===== config.mk =====
export PLATFORM = sky130hd
export DESIGN_NAME = camera_init_seq
export DESIGN_NICKNAME = d
export VERILOG_FILES = /design/src/rtl/camera_ctrl_pkg.sv /design/src/rtl/camera_init_rom.sv /design/src/rtl/camera_init_seq.sv
export SDC_FILE = /design/constraint.sdc
export NUM_CORES = 1
export LEC_CHECK = 0
export ABC_AREA = 0
export CORE_ASPECT_RATIO = 1.1
export CORE_MARGIN = 10
export CORE_UTILIZATION = 45
export CTS_BUF_LIST = sky130_fd_sc_hd__clkbuf_8 sky130_fd_sc_hd__clkbuf_16
export CTS_CLUSTER_DIAMETER = 100
export DETAILED_ROUTE_END_ITERATION = 8
export GPL_ROUTABILITY_DRIVEN = 0
export PLACE_DENSITY = 0.65
export SLEW_MARGIN = 20
export SYNTH_ARGS = -nofsm -noshare
export SYNTH_HDL_FRONTEND = slang
export SYNTH_SLANG_ARGS = --single-unit

===== constraint.sdc =====
create_clock -name i_clk -period 4.84 [get_ports i_clk]
set_input_delay 0.484 -clock i_clk [delete_from_list [all_inputs] [get_ports i_clk]]
set_output_delay 0.484 -clock i_clk [all_outputs]
set_load 0.02 [all_outputs]

===== src/rtl/camera_ctrl_pkg.sv =====
// camera_ctrl_pkg: shared types and constants for the camera bring-up
// sequencer and its init-script table.
package camera_ctrl_pkg;

    localparam int ENTRY_W     = 24;
    localparam int TABLE_DEPTH = 64;
    localparam int IDX_W       = $clog2(TABLE_DEPTH);

    // Reserved register addresses that turn a table entry into a command
    localparam logic [15:0] ADDR_DELAY = 16'hFFFF;
    localparam logic [15:0] ADDR_END   = 16'hFFFE;

    typedef enum logic [2:0] {
        IDLE,
        PWR_OFF,
        BOOT,
        FETCH,
        WRITE,
        DELAY,
        STREAM,
        ERROR
    } state_t;

    typedef struct packed {
        logic [15:0] addr;
        logic [7:0]  data;
    } entry_t;

    // Status pins that depend only on the state being entered
    typedef struct packed {
        logic gpio;
        logic busy;
        logic done;
        logic error;
        logic rx_en;
    } status_t;

    function automatic status_t state_status(state_t s);
        status_t st;
        st = '0;
        case (s)
            IDLE:    st = '0;
            PWR_OFF: st.busy = 1'b1;
            BOOT, FETCH, WRITE, DELAY: begin
                st.gpio = 1'b1;
                st.busy = 1'b1;
            end
            STREAM: begin
                st.gpio  = 1'b1;
                st.done  = 1'b1;
                st.rx_en = 1'b1;
            end
            ERROR:   st.error = 1'b1;
            default: st = '0;
        endcase
        return st;
    endfunction

    function automatic int max_int(int a, int b);
        return (a > b) ? a : b;
    endfunction

endpackage


===== src/rtl/camera_init_rom.sv =====
// camera_init_rom: board init script for the camera sensor. One 24-bit
// {addr[15:0], data[7:0]} entry per index, registered read with one cycle
// of latency. Unlisted slots read as the end-of-table marker.
module camera_init_rom
    import camera_ctrl_pkg::*;
(
    input  logic               clk,
    input  logic [IDX_W-1:0]   idx,
    output logic [ENTRY_W-1:0] entry
);

    function automatic entry_t script_entry(logic [IDX_W-1:0] i);
        case (i)
            IDX_W'(0): return '{addr: 16'h3008, data: 8'h82};
            IDX_W'(1): return '{addr: ADDR_DELAY, data: 8'h03};
            IDX_W'(2): return '{addr: 16'h0100, data: 8'h01};
            IDX_W'(3): return '{addr: ADDR_END, data: 8'h00};
            default:   return '{addr: ADDR_END, data: 8'h00};
        endcase
    endfunction

    // Registered table read; the sequencer waits one cycle for it
    // NOTE: the table is a constant ROM, so its output register carries no
    // reset; the sequencer never consumes it before a fresh read.
    always_ff @(posedge clk) begin
        // NOTE: non-blocking assignment for every clocked register.
        entry <= script_entry(idx);
    end

endmodule


===== src/rtl/camera_init_seq.sv =====
// camera_init_seq: camera power-up and register-init sequencer. Holds the
// camera off, powers it, waits for boot, walks the init script issuing
// register writes (with retries and timed delays) and then enables the
// receive path. Optional macro CAM_WATCHDOG_EN adds a frame watchdog that
// restarts the sequence when vsync stops while streaming.
module camera_init_seq
    import camera_ctrl_pkg::*;
#(
    parameter int PWR_OFF_CYC  = 200000,
    parameter int BOOT_CYC     = 2000000,
    parameter int DLY_UNIT_CYC = 200000,
    parameter int MAX_RETRY    = 3,
    parameter int WDT_CYC      = 40000000
) (
    input  logic             i_clk,
    input  logic             i_rst,
    input  logic             i_start,
    output logic             o_camera_gpio,
    output logic             o_wr_req,
    output logic [15:0]      o_wr_addr,
    output logic [7:0]       o_wr_data,
    input  logic             i_wr_ack,
    input  logic             i_wr_err,
    output logic             o_rx_enable,
    input  logic             i_frame_vsync,
    output logic             o_busy,
    output logic             o_done,
    output logic             o_error,
    output logic [IDX_W-1:0] o_entry_idx
);

    // One shared timer covers power-off, boot and table delays
    localparam int DLY_MAX = 255 * DLY_UNIT_CYC;
    localparam int CNT_MAX = max_int(max_int(PWR_OFF_CYC, BOOT_CYC), DLY_MAX);
    localparam int CNT_W   = $clog2(CNT_MAX + 1);
    localparam int RETRY_W = (MAX_RETRY > 0) ? $clog2(MAX_RETRY + 1) : 1;

    state_t               state;
    status_t              status;
    logic [CNT_W-1:0]     cnt;
    logic [CNT_W-1:0]     dly_last;
    logic [IDX_W-1:0]     idx;
    logic [RETRY_W-1:0]   retry_cnt;
    logic                 fetch_vld;
    logic                 wr_req;
    logic [15:0]          wr_addr;
    logic [7:0]           wr_data;
    logic [ENTRY_W-1:0]   rom_q;
    entry_t               ent;
    logic                 wdt_expired;

    assign ent = entry_t'(rom_q);

    camera_init_rom u_rom (
        .clk   (i_clk),
        .idx   (idx),
        .entry (rom_q)
    );

`ifdef CAM_WATCHDOG_EN
    localparam int WDT_W = $clog2(WDT_CYC + 1);

    logic             vsync_q;
    logic             vsync_rise;
    logic [WDT_W-1:0] wdt_cnt;

    assign vsync_rise  = i_frame_vsync & ~vsync_q;
    assign wdt_expired = (state == STREAM) && !vsync_rise &&
                         (wdt_cnt == WDT_W'(WDT_CYC - 1));

    // Count streaming cycles since the last vsync rising edge
    always_ff @(posedge i_clk) begin
        if (i_rst) begin
            vsync_q <= 1'b0;
            wdt_cnt <= '0;
        end else begin
            vsync_q <= i_frame_vsync;
            if (state != STREAM || vsync_rise || i_start || wdt_expired)
                wdt_cnt <= '0;
            else
                wdt_cnt <= wdt_cnt + WDT_W'(1);
        end
    end
`else
    // Streaming persists; vsync is deliberately left unconnected
    logic unused_vsync;
    assign unused_vsync = i_frame_vsync;
    assign wdt_expired  = 1'b0;
`endif

    // Sequencer FSM; status pins are registered alongside the state
    always_ff @(posedge i_clk) begin
        if (i_rst) begin
            state     <= IDLE;
            status    <= '0;
            cnt       <= '0;
            dly_last  <= '0;
            idx       <= '0;
            retry_cnt <= '0;
            fetch_vld <= 1'b0;
            wr_req    <= 1'b0;
            wr_addr   <= '0;
            wr_data   <= '0;
        end else if (i_start || wdt_expired) begin
            state     <= PWR_OFF;
            status    <= state_status(PWR_OFF);
            cnt       <= '0;
            idx       <= '0;
            retry_cnt <= '0;
            fetch_vld <= 1'b0;
            wr_req    <= 1'b0;
            wr_addr   <= '0;
            wr_data   <= '0;
        end else begin
            case (state)
                IDLE: ;
                PWR_OFF: begin
                    if (cnt == CNT_W'(PWR_OFF_CYC - 1)) begin
                        cnt    <= '0;
                        state  <= BOOT;
                        status <= state_status(BOOT);
                    end else begin
                        cnt <= cnt + CNT_W'(1);
                    end
                end
                BOOT: begin
                    if (cnt == CNT_W'(BOOT_CYC - 1)) begin
                        cnt       <= '0;
                        fetch_vld <= 1'b0;
                        state     <= FETCH;
                        status    <= state_status(FETCH);
                    end else begin
                        cnt <= cnt + CNT_W'(1);
                    end
                end
                FETCH: begin
                    // First cycle presents the index, second decodes the entry
                    if (!fetch_vld) begin
                        fetch_vld <= 1'b1;
                    end else begin
                        fetch_vld <= 1'b0;
                        if (ent.addr == ADDR_DELAY) begin
                            cnt      <= '0;
                            dly_last <= (ent.data == 8'd0) ? '0 :
                                        CNT_W'(int'(ent.data) * DLY_UNIT_CYC - 1);
                            state    <= DELAY;
                            status   <= state_status(DELAY);
                        end else if (ent.addr == ADDR_END) begin
                            state  <= STREAM;
                            status <= state_status(STREAM);
                        end else begin
                            wr_addr <= ent.addr;
                            wr_data <= ent.data;
                            wr_req  <= 1'b1;
                            state   <= WRITE;
                            status  <= state_status(WRITE);
                        end
                    end
                end
                WRITE: begin
                    if (i_wr_ack) begin
                        wr_req <= 1'b0;
                        if (!i_wr_err) begin
                            retry_cnt <= '0;
                            if (idx == IDX_W'(TABLE_DEPTH - 1)) begin
                                state  <= ERROR;
                                status <= state_status(ERROR);
                            end else begin
                                idx    <= idx + IDX_W'(1);
                                state  <= FETCH;
                                status <= state_status(FETCH);
                            end
                        end else if (retry_cnt == RETRY_W'(MAX_RETRY)) begin
                            state  <= ERROR;
                            status <= state_status(ERROR);
                        end else begin
                            // Same index, so FETCH reissues the same entry
                            retry_cnt <= retry_cnt + RETRY_W'(1);
                            state     <= FETCH;
                            status    <= state_status(FETCH);
                        end
                    end
                end
                DELAY: begin
                    if (cnt == dly_last) begin
                        cnt <= '0;
                        if (idx == IDX_W'(TABLE_DEPTH - 1)) begin
                            state  <= ERROR;
                            status <= state_status(ERROR);
                        end else begin
                            idx    <= idx + IDX_W'(1);
                            state  <= FETCH;
                            status <= state_status(FETCH);
                        end
                    end else begin
                        cnt <= cnt + CNT_W'(1);
                    end
                end
                STREAM: ;
                ERROR: ;
                default: begin
                    state  <= IDLE;
                    status <= '0;
                end
            endcase
        end
    end

    assign o_camera_gpio = status.gpio;
    assign o_busy        = status.busy;
    assign o_done        = status.done;
    assign o_error       = status.error;
    assign o_rx_enable   = status.rx_en;
    assign o_wr_req      = wr_req;
    assign o_wr_addr     = wr_addr;
    assign o_wr_data     = wr_data;
    assign o_entry_idx   = idx;

endmodule


==> results.sh, run 1 <==
export IMPL_drive_gt1_share_pct=6.68
export IMPL_cts_root_buf="clkbuf_8"
export IMPL_routed_wl_um=9830
export IMPL_area_growth_pct=9.49
export IMPL_slew_violations=0
export IMPL_io_buffers=35
export IMPL_crit_buf_inv=1
export IMPL_overflow=0
export IMPL_status="finished, final reports clean"
export IMPL_slew_headroom_pct=28.8
export IMPL_synth_seq_area_share_pct=34.6
export IMPL_endpoint_kind="register"
export IMPL_fin_setup_tns_ps=0
export IMPL_numCtsBuffers=9
export IMPL_finClkSkew_ps=7.03
export IMPL_grtUsageTotal_pct=13.8
export IMPL_setup_worst_path_start_class="input pin"
export IMPL_crit_chain="clkdlybuf4s50_1, or2_1, nor2_1, o211ai_2, nor2_1"
export IMPL_htree_num_levels=3
export IMPL_power_density_nw_per_um2=241
export IMPL_r2r_cells=6
export IMPL_hold_buffers=0
export IMPL_dp_hpwl_um=7270
export IMPL_worstSetupPathType="in2reg"
export IMPL_drv_cap=0
export IMPL_max_freq_ghz=0.356
export IMPL_die_x_um=115
export IMPL_holdPathEnd="dly_last[15]"
export IMPL_nFillCells=949
export IMPL_clock_path_buffers=2
export IMPL_grt_pass1_vias=3397
export IMPL_firstDrtPassIters=5
export IMPL_die_area_um2=14300
export IMPL_leakage_nw=1.59
export IMPL_switching_share_pct=24.5
export IMPL_min_period_ps=2810
export IMPL_peakVddDrop_v=0.000158
export IMPL_cp_common_cell="nor2_1"
export IMPL_r2r_start="cnt[16]"
export IMPL_setup_viol=0
export IMPL_post_cts_buffers=0
export IMPL_p_int_uw=889
export IMPL_switching_power_uw=288
export IMPL_max_stage_delay_ps=860
export IMPL_p_clk_share_pct=39.0
export IMPL_slowest_stage="clkdlybuf4s50_1"
export IMPL_vias_per_cell=5.50
export IMPL_critical_path_arrival_ps=3080
export IMPL_crit_required_ps=5120
export IMPL_num_antenna_cells=0
export IMPL_worst_r2r_endpoint="cnt[24]"
export IMPL_grt_antenna_before_repair=0
export IMPL_ys_warn_count=0
export IMPL_drt_first_iter_violations=220
export IMPL_cts_resized=0
export IMPL_finalPower_mw=1.18
export IMPL_whs_path_depth=2
export IMPL_ios=42
export IMPL_grt_pass1_wl_um=16800
export IMPL_sequentialPowerShare_pct=54.7
export IMPL_route_detailed_drc=0
export IMPL_cts_sinks=77
export IMPL_cp_top_family="simple AND/OR/NAND/NOR gates"
export IMPL_rows=38
export IMPL_start_util_pct=45.5
export IMPL_synthArstFlopShare_pct=0
export IMPL_synth_distinct_cells=70
export IMPL_hold_start="dly_last[15]"
export IMPL_ys_ff_latch=77
export IMPL_antenna_left=0
export IMPL_synth_edff_count=0
export IMPL_rsz0062_at_grt="no"
export IMPL_hp_class="reg2reg"
export IMPL_insertion_delay_ps=350
export IMPL_die_h_um=124
export IMPL_fin_nets=564
export IMPL_final_hold_viol_count=0
export IMPL_core_area_um2=9790
export IMPL_vias=3627
export IMPL_worst_pin_slew_ps=1070
export IMPL_finalCritPeriodShare_pct=58.0
export IMPL_synth_area_um2=4460
export IMPL_combPwrFrac_pct=6.4
export IMPL_syn_inst=527
export IMPL_routedWlPerCell_um=14.9
export IMPL_crit_fanout=25
export IMPL_clk_pin_slew_ps=70
export IMPL_synth_area_per_cell_um2=8.46
export IMPL_grt_max_degree=26
export IMPL_synthFlopType="dfxtp_1"
export IMPL_r2r_setup_slack_ps=2300
export IMPL_cts_tree="built"
## cell families after synthesis
family	after synthesis	share of synthesized area, %
AO/OA/AOI/OAI	79	12.6
multiplexers	11	2.47
AND/OR/NAND/NOR	231	27.1
other	1	0.0841
adder cells (fa/ha/maj)	23	6.62
flip-flops	77	34.6
XOR/XNOR	43	8.45
buffers and inverters	62	8.06
## flip-flops by register name (all words and copies together) (netlist names), 2 cells and up
register     cells
o_wr_addr        4
dly_last        20
state            3
retry_cnt        2
o_entry_idx      6
o_wr_data        3
u_rom.entry      7
cnt             26
## worst reg2reg max path, stage by stage, from the launching register on
cell	delay, ps
dfxtp_1	420
or4b_1	550
or4_4	460
nor4_1	290
o21bai_1	140
o211ai_2	400
nor2_1	120
## layout make-up
cell class | instances | area, um2 | area share, %
clock buffer | 12 | 165 | 3.38
clock inverter | 3 | 18.8 | 0.385
inverter | 18 | 67.6 | 1.38
multi-input combinational | 392 | 2570 | 52.7
sequential | 77 | 1540 | 31.6
tap | 120 | 150 | 3.08
timing repair buffer | 37 | 365 | 7.49
## cell usage after synthesis, drive strengths merged, types with 3 or more instances
library cell	number	area share (%)
nand4	19	3.0
nand2b	5	0.70
o21ai	9	1.3
or4	4	0.76
clkbuf	17	1.5
and2	5	0.70
buf	27	5.0
xnor2	37	7.3
nor4	8	1.3
dfxtp	77	35
mux2i	11	2.5
a221oi	3	0.59
a21oi	28	3.2
xor2	6	1.2
a21o	3	0.51
a31oi	3	0.42
inv	18	1.5
a311oi	3	0.59
ha	22	6.2
o31ai	7	1.2
nand2	34	2.9
nor2	78	6.8
o21bai	4	0.67
nor3	27	3.4
o211ai	4	0.79
and3	3	0.42
a211oi	3	0.51
nand3	28	3.3
## power by group through the flow
stage          Combinational [mW]  Clock (mW)  Sequential (mW)
6_report                   0.0750       0.459            0.644
5_1_grt                    0.0838       0.499            0.645
4_1_cts                    0.0746       0.471            0.643
3_5_place_dp               0.0743           0            0.658
3_3_place_gp               0.0736           0            0.659
2_1_floorplan              0.0628           0            0.656
## worst max-delay path by stage
stage,startpoint,end,slack [ps],cells past startpoint
after floorplan,cnt[16],state[0],2580,7
after global placement,i_rst,cnt[11],1720,5
after detailed placement,i_rst,cnt[13],1650,5
after CTS,i_rst,cnt[11],2050,5
after global routing,i_rst,cnt[14],1780,5
final,i_rst,cnt[24],2030,5
## metrics by stage
stage / cells / instance area (um2) / setup WS, ps / hold slack (ps) / util [%]
2_1_floorplan: 531 / 4470 / 2580 / 444 / -
6_report: 659 / 4880 / 2030 / 472 / 49.8
4_1_cts: 659 / 4880 / 2050 / 475 / 49.8
3_3_place_gp: 644 / 4700 / 1720 / 459 / 48.0
5_1_grt: 659 / 4880 / 1780 / 488 / 49.8
3_5_place_dp: 644 / 4700 / 1650 / 461 / 48.0
## cells in the final DEF, fill, tap and decap left out, drive strengths merged, types with 6 or more instances in the layout
cell           instances
dfxtp                 77
inv                   19
xnor2                 37
nor3                  27
o21ai                  9
mux2i                 11
o31ai                  7
clkbuf                12
nand3                 28
nor4                   8
nor2                  78
nand4                 19
xor2                   6
clkdlybuf4s50         35
ha                    22
nand2                 34
a21oi                 28
## per-layer routing
layer  track usage (%)  routed length [um]
met3              4.48                 609
met4              5.32                 173
met1              17.9                4450
met2              20.7                4590
met5                 0                   0
(Power assumes the default switching activity.)
==> run 2: changes to the inputs <==
==> constraint.sdc (replaced) <==
create_clock -name i_clk -period 2.6 [get_ports i_clk]
set_input_delay 0.26 -clock i_clk [delete_from_list [all_inputs] [get_ports i_clk]]
set_output_delay 0.26 -clock i_clk [all_outputs]
set_load 0.02 [all_outputs]
==> run 2 against run 1 <==
- critical path depth up 2
- clock skew about the same
- sequential power up 86%
- via count up 1.8%
- cell count up 2.4%
- combinational power up 93%
- non-clock buffer count up 15
- core utilization up 2.0 points
- clock-buffer cell count down 2
- global-route usage down 0.15 points
- first-iteration DRC count up 17%
- final area up 4.1%
- critical path type is now reg2reg
==> results.sh, run 2 (same netlist as run 1, synthesis figures left out) <==
export IMPL_endpoint_kind="register"
export IMPL_cts_tree="built"
export IMPL_grt_pass1_vias=3386
export IMPL_slew_headroom_pct=47.6
export IMPL_setup_viol=0
export IMPL_grtUsageTotal_pct=13.7
export IMPL_largest_register_ffs=26
export IMPL_status="finished, final reports clean"
export IMPL_peakVddDrop_v=0.000274
export IMPL_clock_path_buffers=2
export IMPL_firstDrtPassIters=4
export IMPL_hp_class="reg2reg"
export IMPL_critical_path_arrival_ps=2580
export IMPL_num_antenna_cells=0
export IMPL_insertion_delay_ps=360
export IMPL_cts_root_buf="clkbuf_8"
export IMPL_place_area_um2=4810
export IMPL_rsz0062_at_grt="no"
export IMPL_design_area_um2=5080
export IMPL_io_buffers=35
export IMPL_crit_required_ps=2870
export IMPL_grt_pass1_wl_um=16400
export IMPL_finish_utilization_pct=51.9
export IMPL_worst_pin_slew_ps=786
export IMPL_setup_worst_path_start_class="register"
export IMPL_fin_nets=579
export IMPL_routed_wl_um=9870
export IMPL_die_x_um=115
export IMPL_vias=3691
export IMPL_area_growth_pct=14.0
export IMPL_top_register="cnt"
export IMPL_hold_buffers=0
export IMPL_route_detailed_drc=0
export IMPL_power_density_nw_per_um2=505
export IMPL_layout_common_cells="dfxtp_1 (77), nor2_1 (76), xnor2_1 (37)"
export IMPL_ios=42
export IMPL_post_cts_buffers=0
export IMPL_rows=38
export IMPL_final_hold_viol_count=0
export IMPL_leakage_nw=1.70
export IMPL_dp_hpwl_um=7420
export IMPL_cts_sinks=77
export IMPL_cts_resized=0
export IMPL_nFillCells=941
export IMPL_overflow=0
export IMPL_slew_violations=0
export IMPL_finalPower_mw=2.56
export IMPL_htree_num_levels=3
export IMPL_min_period_ps=2310
export IMPL_worstSetupPathType="reg2reg"
export IMPL_fin_setup_tns_ps=0
export IMPL_clk_pin_slew_ps=80
export IMPL_layout_commonest_cell="dfxtp_1"
export IMPL_die_area_um2=14300
export IMPL_drt_first_iter_violations=258
export IMPL_core_area_um2=9790
export IMPL_finClkSkew_ps=7.12
export IMPL_drv_cap=0
export IMPL_finalCritPeriodShare_pct=88.9
export IMPL_grt_antenna_before_repair=0
export IMPL_vias_per_cell=5.47
export IMPL_place_inst=659
export IMPL_layout_cells_non_filler=675
export IMPL_crit_fanout=8
export IMPL_routedWlPerCell_um=14.6
export IMPL_max_freq_ghz=0.433
export IMPL_grt_max_degree=26
export IMPL_die_h_um=124
export IMPL_antenna_left=0
export IMPL_top_regs="cnt x26, dly_last x20, u_rom.entry x7"
export IMPL_drive_gt1_share_pct=9.37
export IMPL_numCtsBuffers=9
export IMPL_start_util_pct=45.5
==> run 2: path summary, 6_finish.rpt <==
kind,cells past startpoint,slack (ps),start,to
worst max register to register,7,290,cnt[0],state[0]
worst min register to register,2,470,dly_last[17],dly_last[17]
worst max-delay path,7,290,cnt[0],state[0]
worst min-delay path,2,470,dly_last[17],dly_last[17]
==> run 2: metrics by stage <==
stage	worst slack (ps)	hold WS, ps
floorplan	336	332
global placement	306	456
detailed placement	287	465
CTS	267	476
global route	94.4	501
finish	289	469
==> run 2: worst max-delay path: stages (launching register included) <==
cell and delay, ps:
dfxtp_1 390, ha_1 320, nor4b_2 280, nand4_1 260
o21ai_4 250, o221ai_4 180, o31a_1 320, a311oi_1 220
==> run 2: layer usage <==
layer	up-vias	global-route usage [%]	wire, um
met5	-	0	0
met4	0	5.32	200
met3	18	4.34	452
met2	76	20.9	4660
met1	1713	17.4	4560
li1	1884	-	-
==> run 2: area by class of cell <==
type / count / area [um2] / share of cell area (%)
clock buffer: 10 / 138 / 2.71
sequential: 77 / 1540 / 30.3
multi-input combinational: 392 / 2570 / 50.6
timing repair buffer: 52 / 478 / 9.41
tap: 120 / 150 / 2.95
clock inverter: 6 / 134 / 2.63
inverter: 18 / 67.6 / 1.33
==> run 2: where the power goes <==
| part | total (mW) | internal [mW] | switching (mW) |
|---|---|---|---|
| Clock | 1.22 | 0.761 | 0.460 |
| Sequential | 1.20 | 1.19 | 0.0133 |
| Combinational | 0.145 | 0.0547 | 0.0900 |
| Total | 2.56 | 2.00 | 0.563 |
